$ cat src/rtl/aes_mixcolumns_iter.sv
// ---------------------------------------------------------------------------
// aes_mixcolumns_iter
//   Iterative AES MixColumns stage. A 128-bit state (ShiftRows output,
//   column-major, byte 0 at [127:120]) is latched on an input handshake and
//   transformed in place, COLS_PER_CYCLE columns per clock, starting at
//   column 0. The result is held in DONE until the consumer takes it.
//   With in_bypass=1 the state is passed through untouched (final round).
//
// Parameters
//   COLS_PER_CYCLE : columns transformed per clock; 1, 2 or 4.
//
// Ports
//   clk        : clock, rising edge
//   rst        : asynchronous reset, active high
//   in_valid   : in_state / in_bypass valid
//   in_ready   : block is idle and will take a state
//   in_state   : 128-bit input state
//   in_bypass  : skip MixColumns for this state
//   out_valid  : out_state holds a completed result
//   out_ready  : consumer takes out_state
//   out_state  : 128-bit result, same byte order as in_state
// ---------------------------------------------------------------------------

// One MixColumns column: bytes a0..a3 are rows 0..3, a0 in the MSBs.
module aes_mixcol_lane (
    input  logic [31:0] col_i,
    output logic [31:0] col_o
);
    function automatic logic [7:0] xtime(input logic [7:0] a);
        return {a[6:0], 1'b0} ^ (a[7] ? 8'h1b : 8'h00);
    endfunction

    logic [7:0] a0, a1, a2, a3;
    logic [7:0] b0, b1, b2, b3;

    assign a0 = col_i[31:24];
    assign a1 = col_i[23:16];
    assign a2 = col_i[15:8];
    assign a3 = col_i[7:0];

    always_comb begin
        b0 = xtime(a0) ^ (xtime(a1) ^ a1) ^ a2 ^ a3;
        b1 = a0 ^ xtime(a1) ^ (xtime(a2) ^ a2) ^ a3;
        b2 = a0 ^ a1 ^ xtime(a2) ^ (xtime(a3) ^ a3);
        b3 = (xtime(a0) ^ a0) ^ a1 ^ a2 ^ xtime(a3);
    end

    assign col_o = {b0, b1, b2, b3};
endmodule

module aes_mixcolumns_iter #(
    parameter int COLS_PER_CYCLE = 1
) (
    input  logic         clk,
    input  logic         rst,
    input  logic         in_valid,
    output logic         in_ready,
    input  logic [127:0] in_state,
    input  logic         in_bypass,
    output logic         out_valid,
    input  logic         out_ready,
    output logic [127:0] out_state
);
    // Column groups are aligned to COLS_PER_CYCLE, so a column belongs to the
    // active group when its index and the counter agree above GRP_SHIFT.
    localparam int         GRP_SHIFT = (COLS_PER_CYCLE == 4) ? 2 :
                                       (COLS_PER_CYCLE == 2) ? 1 : 0;
    // STEP truncates to 0 for 4 columns: the counter never leaves 0 and the
    // single group is also the last one.
    localparam logic [1:0] STEP      = 2'(COLS_PER_CYCLE);
    localparam logic [1:0] LAST_COL  = 2'(4 - COLS_PER_CYCLE);

    typedef enum logic [1:0] {
        IDLE = 2'd0,
        BUSY = 2'd1,
        DONE = 2'd2
    } state_t;

    state_t       state_q, state_d;
    logic [1:0]   col_q, col_d;
    logic [127:0] work_q, work_d;
    logic         byp_q, byp_d;

    logic [31:0]                         cols [4];
    logic [COLS_PER_CYCLE-1:0][31:0]     mix_in;
    logic [COLS_PER_CYCLE-1:0][31:0]     mix_out;
    logic [127:0]                        work_mixed;

    // Column view of the working register.
    for (genvar c = 0; c < 4; c++) begin : g_cols
        assign cols[c] = work_q[127-32*c -: 32];
    end

    // Feed the active group's columns into the lanes.
    for (genvar g = 0; g < COLS_PER_CYCLE; g++) begin : g_sel
        logic [1:0] idx;
        assign idx       = col_q + 2'(g);
        assign mix_in[g] = cols[idx];
    end

    aes_mixcol_lane u_lane [COLS_PER_CYCLE-1:0] (
        .col_i (mix_in),
        .col_o (mix_out)
    );

    // Write transformed columns back in place; others are kept.
    for (genvar c = 0; c < 4; c++) begin : g_wb
        localparam int LANE = c & (COLS_PER_CYCLE - 1);
        logic hit;
        assign hit = ((2'(c) >> GRP_SHIFT) == (col_q >> GRP_SHIFT));
        assign work_mixed[127-32*c -: 32] = hit ? mix_out[LANE] : cols[c];
    end

    always_ff @(posedge clk or posedge rst) begin
        if (rst) begin
            state_q <= IDLE;
            col_q   <= 2'd0;
            work_q  <= 128'd0;
            byp_q   <= 1'b0;
        end else begin
            state_q <= state_d;
            col_q   <= col_d;
            work_q  <= work_d;
            byp_q   <= byp_d;
        end
    end

    always_comb begin
        state_d = state_q;
        col_d   = col_q;
        work_d  = work_q;
        byp_d   = byp_q;
        unique case (state_q)
            IDLE: begin
                if (in_valid) begin
                    work_d  = in_state;
                    byp_d   = in_bypass;
                    col_d   = 2'd0;
                    state_d = in_bypass ? DONE : BUSY;
                end
            end
            BUSY: begin
                work_d = work_mixed;
                col_d  = col_q + STEP;
                if (col_q == LAST_COL) state_d = DONE;
            end
            DONE: begin
                if (out_ready) state_d = IDLE;
            end
            default: state_d = IDLE;
        endcase
    end

    assign in_ready  = (state_q == IDLE);
    assign out_valid = (state_q == DONE);
    assign out_state = work_q;
endmodule

$ cat config.mk
export PLATFORM = sky130hd
export DESIGN_NAME = aes_mixcolumns_iter
export DESIGN_NICKNAME = d
export VERILOG_FILES = /design/src/rtl/aes_mixcolumns_iter.sv
export SDC_FILE = /design/constraint.sdc
export NUM_CORES = 1
export LEC_CHECK = 0
export CAP_MARGIN = 20
export CORE_MARGIN = 1
export CORE_UTILIZATION = 33
export CTS_CLUSTER_DIAMETER = 100
export DETAILED_ROUTE_END_ITERATION = 10
export PLACE_DENSITY_LB_ADDON = 0.2
export SLEW_MARGIN = 20
export SYNTH_ARGS = -nofsm -noshare
export SYNTH_HDL_FRONTEND = slang
export SYNTH_HIERARCHICAL = 1
export SYNTH_SLANG_ARGS = --single-unit
$ cat constraint.sdc
create_clock -name clk -period 11.3 [get_ports clk]
set_clock_uncertainty 0.05 [all_clocks]
set_input_delay 3.39 -clock clk [delete_from_list [all_inputs] [get_ports clk]]
set_output_delay 3.39 -clock clk [all_outputs]
set_load 0.02 [all_outputs]
==> results of run 1 <==
[worst min-delay path: stages (launching register included)]
cell     delay (ns)
dfrtp_1        0.38
inv_1          0.05
mux2i_1        0.06
[cells in the mapped netlist (all sizes together) (4+ instances only)]
| library cell | instances | share of area (%) |
|---|---|---|
| a21oi | 132 | 8.2 |
| dfrtp | 132 | 39 |
| inv | 132 | 5.8 |
| mux2i | 129 | 15 |
| buf | 43 | 3.5 |
| and3b | 32 | 3.3 |
| mux4 | 32 | 8.4 |
| xnor3 | 32 | 8.4 |
| xnor2 | 19 | 2.4 |
| xor2 | 13 | 1.3 |
| xor3 | 11 | 3.1 |
| clkbuf | 7 | 0.32 |
| nand2 | 6 | 0.29 |
| ha | 4 | 0.58 |
| nor2 | 4 | 0.18 |
[stage by stage]
| step | cell area (sq um) | utilization (%) |
|---|---|---|
| 2_1_floorplan | 8570 | - |
| 3_3_place_gp | 11400 | 44.9 |
| 3_5_place_dp | 11400 | 44.9 |
| 4_1_cts | 12000 | 47.2 |
| 5_1_grt | 12000 | 47.2 |
| 6_report | 12000 | 47.2 |
[state kept, by name (all words and copies together) (netlist names)]
name / cells
out_state: 128
col_q: 2
state_q: 2
[layer usage]
| metal | vias to the layer above | GRT usage (%) | part of all wire, % |
|---|---|---|---|
| li1 | 2989 | - | - |
| met1 | 3236 | 29.3 | 46 |
| met2 | 208 | 33.7 | 47 |
| met3 | 24 | 3.73 | 5.4 |
| met4 | 0 | 5.01 | 1.2 |
| met5 | - | 0 | 0 |
[final timing paths]
| kind | endpoint | start | cells past startpoint | slack (ns) |
|---|---|---|---|---|
| worst max-delay path | out_state[118]$_DFFE_PP0P_ | in_valid | 5 | 5.87 |
| min in group asynchronous | out_state[71]$_DFFE_PP0P_ | rst | 2 | 3.38 |
| worst min register to register | out_state[26]$_DFFE_PP0P_ | out_state[26]$_DFFE_PP0P_ | 2 | 0.48 |
| max in group asynchronous | col_q[0]$_DFFE_PP0P_ | rst | 3 | 6.38 |
| worst max register to register | out_state[125]$_DFFE_PP0P_ | col_q[0]$_DFFE_PP0P_ | 7 | 7.58 |
| worst min-delay path | out_state[26]$_DFFE_PP0P_ | out_state[26]$_DFFE_PP0P_ | 2 | 0.48 |
[logic make-up after synthesis]
| logic type | after synthesis | share of synthesized area, % |
|---|---|---|
| muxes | 161 | 23.5 |
| AOI/OAI and AO/OA | 137 | 8.68 |
| adders and majority gates | 4 | 0.584 |
| xor gates and xnor gates | 75 | 15.2 |
| DFF | 132 | 38.5 |
| buffers and inverters | 182 | 9.59 |
| and+or+nand+nor | 45 | 3.96 |
[layout make-up]
| class | count | area (sq um) | area share, % |
|---|---|---|---|
| well taps | 330 | 413 | 3.45 |
| inverters | 132 | 500 | 4.19 |
| clock buffers | 19 | 453 | 3.79 |
| repair buffers | 272 | 2700 | 22.6 |
| multi-input cells | 422 | 4460 | 37.3 |
| flip-flops and latches | 132 | 3310 | 27.7 |
| clock inverters | 11 | 129 | 1.08 |
==> summary.txt, run 1 <==
Placed design
  – Port-buffer cells: 262
  – Hpwl dp: 19.4 mm
  – Gpl congestion: 0.794
  – Inst Count DP: 1,288
  – Post-place setup slack: 5.39 ns

Route
  – Detail Route Antenna Nets: 0
  – Vias per inst: 4.90
  – DR iter-0 viols: 312
  – DRC Markers: 0
  – Routed len/inst: 21.0 um
  – Drt pass-1 iters: 4
  – Vias: 6,457
  – Total routed wirelength: 27.6 mm

Cells and area
  – Layout cells sized above 1: 8.60%
  – Commonest cells after routing, fill and taps aside: 262 x clkdlybuf4s50_1, 131 x inv_1, 130 x dfrtp_1
  – Filler instances: 2,329
  – Most common cell after layout, fill and taps aside: clkdlybuf4s50_1
  – Area growth from synthesis to layout: 39.4%
  – Final #Nets: 1,114
  – Antenna diodes: 0
  – Fin cells: 1,318

Yosys
  – Register area share after synthesis: 38.5%
  – Mapped Nets: 873
  – Ys async rst share: 100%
  – Mapped cell area: 8570 sq um
  – Post-synth EDFFs: 0
  – Ys Warns: 6
  – Count of cell types in the netlist: 30
  – Number of synthesized register bits: 132
  – Synth Instances: 736
  – Syn_area_per_cell: 11.6 sq um
  – Predominant post-synthesis flop cell: dfrtp_1

CTS
  – Worst-Skew Late Latency: 0.42 ns
  – Total clock sinks: 132
  – Clock-pin slew on the worst setup and hold paths: 0.06 ns
  – Longest Clk Path Bufs: 2
  – CTS tree: built
  – # H-tree levels: 4
  – Post_cts resized: 0
  – Hold_buf cts: 0
  – Clock root cell: clkbuf_16
  – Post-CTS Setup Bufs: 0
  – Num CTS Buffers: 17

Timing
  – Slew @ Worst Pin: 0.920 ns
  – Final setup viols: 0
  – Final Worst Setup Slack: 5.87 ns
  – Endpoints failing hold: 0
  – Worst hold slack: 0.485 ns
  – Min Tclk post-route: 5.43 ns
  – Slew HR: 38.7%
  – RSZ-0062 raised after global routing: false
  – Fmax: 0.184 GHz
  – Period Utilization, post-route: 48.0%
  – Slew Limit Fails: 0
  – Sum of negative setup slack: 0 ns

Critical path
  – Arrival @ worst endpoint: 5.71 ns
  – Worst stage delay on the critical path: 0.80 ns
  – CP startpoint kind: input pin
  – CP delay by family, top: buffers and inverters
  – CP max FO: 17
  – Worst Path Required: 11.58 ns
  – Worst Setup End Kind: flip-flop
  – CP max-delay cell: a21oi_4
  – Critical-path cell list: clkdlybuf4s50_1 > nand2b_1 > a21oi_4 > buf_4 > mux2i_1
  – WP buf/inv: 2
  – Classification of the worst setup path: input pin to flip-flop

Global route
  – Total grt overflow: 0
  – GRT Util Overall: 21.0%
  – Initial antenna violation count: 0
  – Vias in the first global route: 6,704
  – First-pass GRT wire length: 41.1 mm
  – Largest net degree at the start of global routing: 69

Floorplanning
  – Cell Rows: 58
  – I/O Pins: 263
  – Core Footprint: 25,300 sq um
  – Starting Density: 33.9%
  – Die Width: 163 um
  – Die Height: 163 um
  – Die area: 26,600 sq um

Worst hold path
  – Hold Path Class: flip-flop to flip-flop

Job
  – Max-cap violations: 0

Run status
  – Outcome: complete, no violations
Power of run 1 is not shown: default switching activity piles up to over one toggle a cycle in this logic, so the estimate is an artifact.
==> run 2, diff against run 1 <==
Clock period 11.3 ns to 5.4 ns, I/O delays scaled along.
==> run 2 against run 1 <==
  * Critical path type is now flip-flop to primary output
  * Setup slack got worse by 4.1 ns
  * First-iteration DRC count increased by 0.64%
  * Utilization increased by 0.10 points
  * Wire length shrank 1.1%
  * Die area is the same
  * Worst hold slack worse by 0.00059 ns
  * Cell count about the same
  * Design area is 0.22% higher
==> summary.txt, run 2 (synthesized netlist as in run 1, its figures left out) <==
CTS
  – # H-tree levels: 4 (unchanged)
  – Post_cts resized: 0 (unchanged)
  – Longest Clk Path Bufs: 2 (unchanged)
  – Num CTS Buffers: 17 (unchanged)
  – CTS tree: built
  – Hold_buf cts: 0 (unchanged)
  – Clock-pin slew on the worst setup and hold paths: 0.06 ns (about the same)
  – Post-CTS Setup Bufs: 0 (unchanged)
  – Total clock sinks: 132 (unchanged)
  – Clock root cell: clkbuf_16
  – Worst-Skew Late Latency: 0.42 ns (about the same)

Timing
  – Final setup viols: 0 (unchanged)
  – Min Tclk post-route: 3.67 ns
  – Fmax: 0.272 GHz
  – Slew Limit Fails: 0 (unchanged)
  – RSZ-0062 raised after global routing: false
  – Slew HR: 40.5% (+1.9 points)
  – Sum of negative setup slack: 0 ns (unchanged)
  – Period Utilization, post-route: 68.0%
  – Endpoints failing hold: 0 (unchanged)
  – Slew @ Worst Pin: 0.890 ns (-0.0301 ns)

Job
  – Max-cap violations: 0 (unchanged)

Route
  – Detail Route Antenna Nets: 0 (unchanged)
  – DRC Markers: 0 (unchanged)
  – Drt pass-1 iters: 5 (+1)
  – Total routed wirelength: 27.3 mm (-1.1%)
  – DR iter-0 viols: 314 (+0.64%)
  – Vias per inst: 4.85 (-1.1%)
  – Vias: 6,393 (-0.99%)
  – Routed len/inst: 20.7 um (-1.1%)

Cells and area
  – Area growth from synthesis to layout: 39.7%
  – Final instance area: 12,000 sq um (+0.22%)
  – Most common cell after layout, fill and taps aside: clkdlybuf4s50_1
  – Layout cells sized above 1: 8.70% (+0.092 points)
  – Antenna diodes: 0 (unchanged)
  – Fin cells: 1,319 (+0.076%)
  – Largest register FFs: 128 (unchanged)
  – Commonest cells after routing, fill and taps aside: 262 x clkdlybuf4s50_1, 131 x inv_1, 130 x dfrtp_1
  – Final #Nets: 1,115 (+0.090%)

Worst hold path
  – Hold Path Class: flip-flop to flip-flop
  – WHS Path Cells: 2 (unchanged)
  – Hold EP: out_state[89]$_DFFE_PP0P_
  – Hold path start: out_state[89]$_DFFE_PP0P_

Critical path
  – CP startpoint kind: flip-flop
  – Reg2reg start: col_q[0]$_DFFE_PP0P_
  – Reg2Reg Capture Point: out_state[68]$_DFFE_PP0P_
  – Worst Path Required: 3.73 ns (-7.85 ns)
  – CP max FO: 12 (-5)
  – Classification of the worst setup path: flip-flop to primary output
  – Reg2reg setup slack: 1.80 ns (-5.78 ns)
  – Worst Setup End Kind: primary output
  – Reg2reg path depth: 7 (unchanged)
  – Arrival @ worst endpoint: 2.00 ns (-3.71 ns)

Placed design
  – Placed inst area: 11,400 sq um (+0.40%)
  – Inst Count DP: 1,289 (+0.078%)
  – Port-buffer cells: 262 (unchanged)
  – Gpl congestion: 0.789 (-0.67%)
  – Hpwl dp: 19.8 mm (+1.9%)

Floorplanning
  – Die area: 26,600 sq um (unchanged)
  – Core Footprint: 25,300 sq um (unchanged)
  – Starting Density: 33.9% (unchanged)
  – Cell Rows: 58 (unchanged)
  – I/O Pins: 263 (unchanged)
  – Die Height: 163 um (unchanged)
  – Die Width: 163 um (unchanged)

Global route
  – Initial antenna violation count: 0 (unchanged)
  – Vias in the first global route: 6,607 (-1.4%)
  – GRT Util Overall: 20.8% (-0.26 points)
  – Total grt overflow: 0 (unchanged)
  – Largest net degree at the start of global routing: 74 (+7.2%)
  – First-pass GRT wire length: 40.8 mm (-0.60%)

Run status
  – Outcome: complete, no violations
-- run 2: cell types whose count changed in the layout (fill, tap and decap cells not counted), sizes merged --
| cell | change |
|---|---|
| buf | +1 |
| clkbuf | -2 |
| clkinv | +5 |
| clkinvlp | -2 |
| inv | -1 |
-- run 2: critical path: stages, from the launching register on --
cell and delay (ns):
dfrtp_1 0.73, nor2b_1 0.22, clkdlybuf4s50_1 0.63
-- run 2: cell type report --
type,count,area (sq um)
Fill cell,2340,13300
Clock inverter,13,138
Inverter,132,500
Clock buffer,17,425
Multi-Input combinational cell,422,4460
Tap cell,330,413
Sequential cell,132,3310
Timing Repair Buffer,273,2740
-- run 2: how the worst max path moves through the flow --
stage                           startpoint                    endpoint  slack, ns  cells past startpoint
finish              state_q[1]$_DFFE_PP0P_                   out_valid       1.73                      2
global route          col_q[0]$_DFFE_PP0P_   out_state[76]$_DFFE_PP0P_       1.56                      7
CTS                 state_q[1]$_DFFE_PP0P_                   out_valid       1.70                      2
detailed placement                in_valid   out_state[99]$_DFFE_PP0P_       1.45                      5
global placement                  in_valid  out_state[103]$_DFFE_PP0P_       1.55                      5
floorplan                              rst        col_q[0]$_DFFE_PP0P_       0.20                      1
-- run 2: routing by layer --
| layer | vias up | track usage (%) | routed length, um |
|---|---|---|---|
| met2 | 178 | 33.1 | 13000 |
| met1 | 3215 | 29.2 | 12700 |
| met3 | 9 | 3.56 | 1400 |
| met4 | 0 | 4.76 | 216 |
| met5 | - | 0 | 0 |
| li1 | 2991 | - | - |
-- run 2: metrics by stage --
stage	hold slack [ns]	utilization [%]	worst slack (ns)
finish	0.484	47.3	1.73
floorplan	0.563	-	0.204
CTS	0.488	47.3	1.70
global route	0.507	47.3	1.56
detailed placement	0.478	45.1	1.45
global placement	0.473	45.1	1.55
Power of run 2 is left out for the same reason.
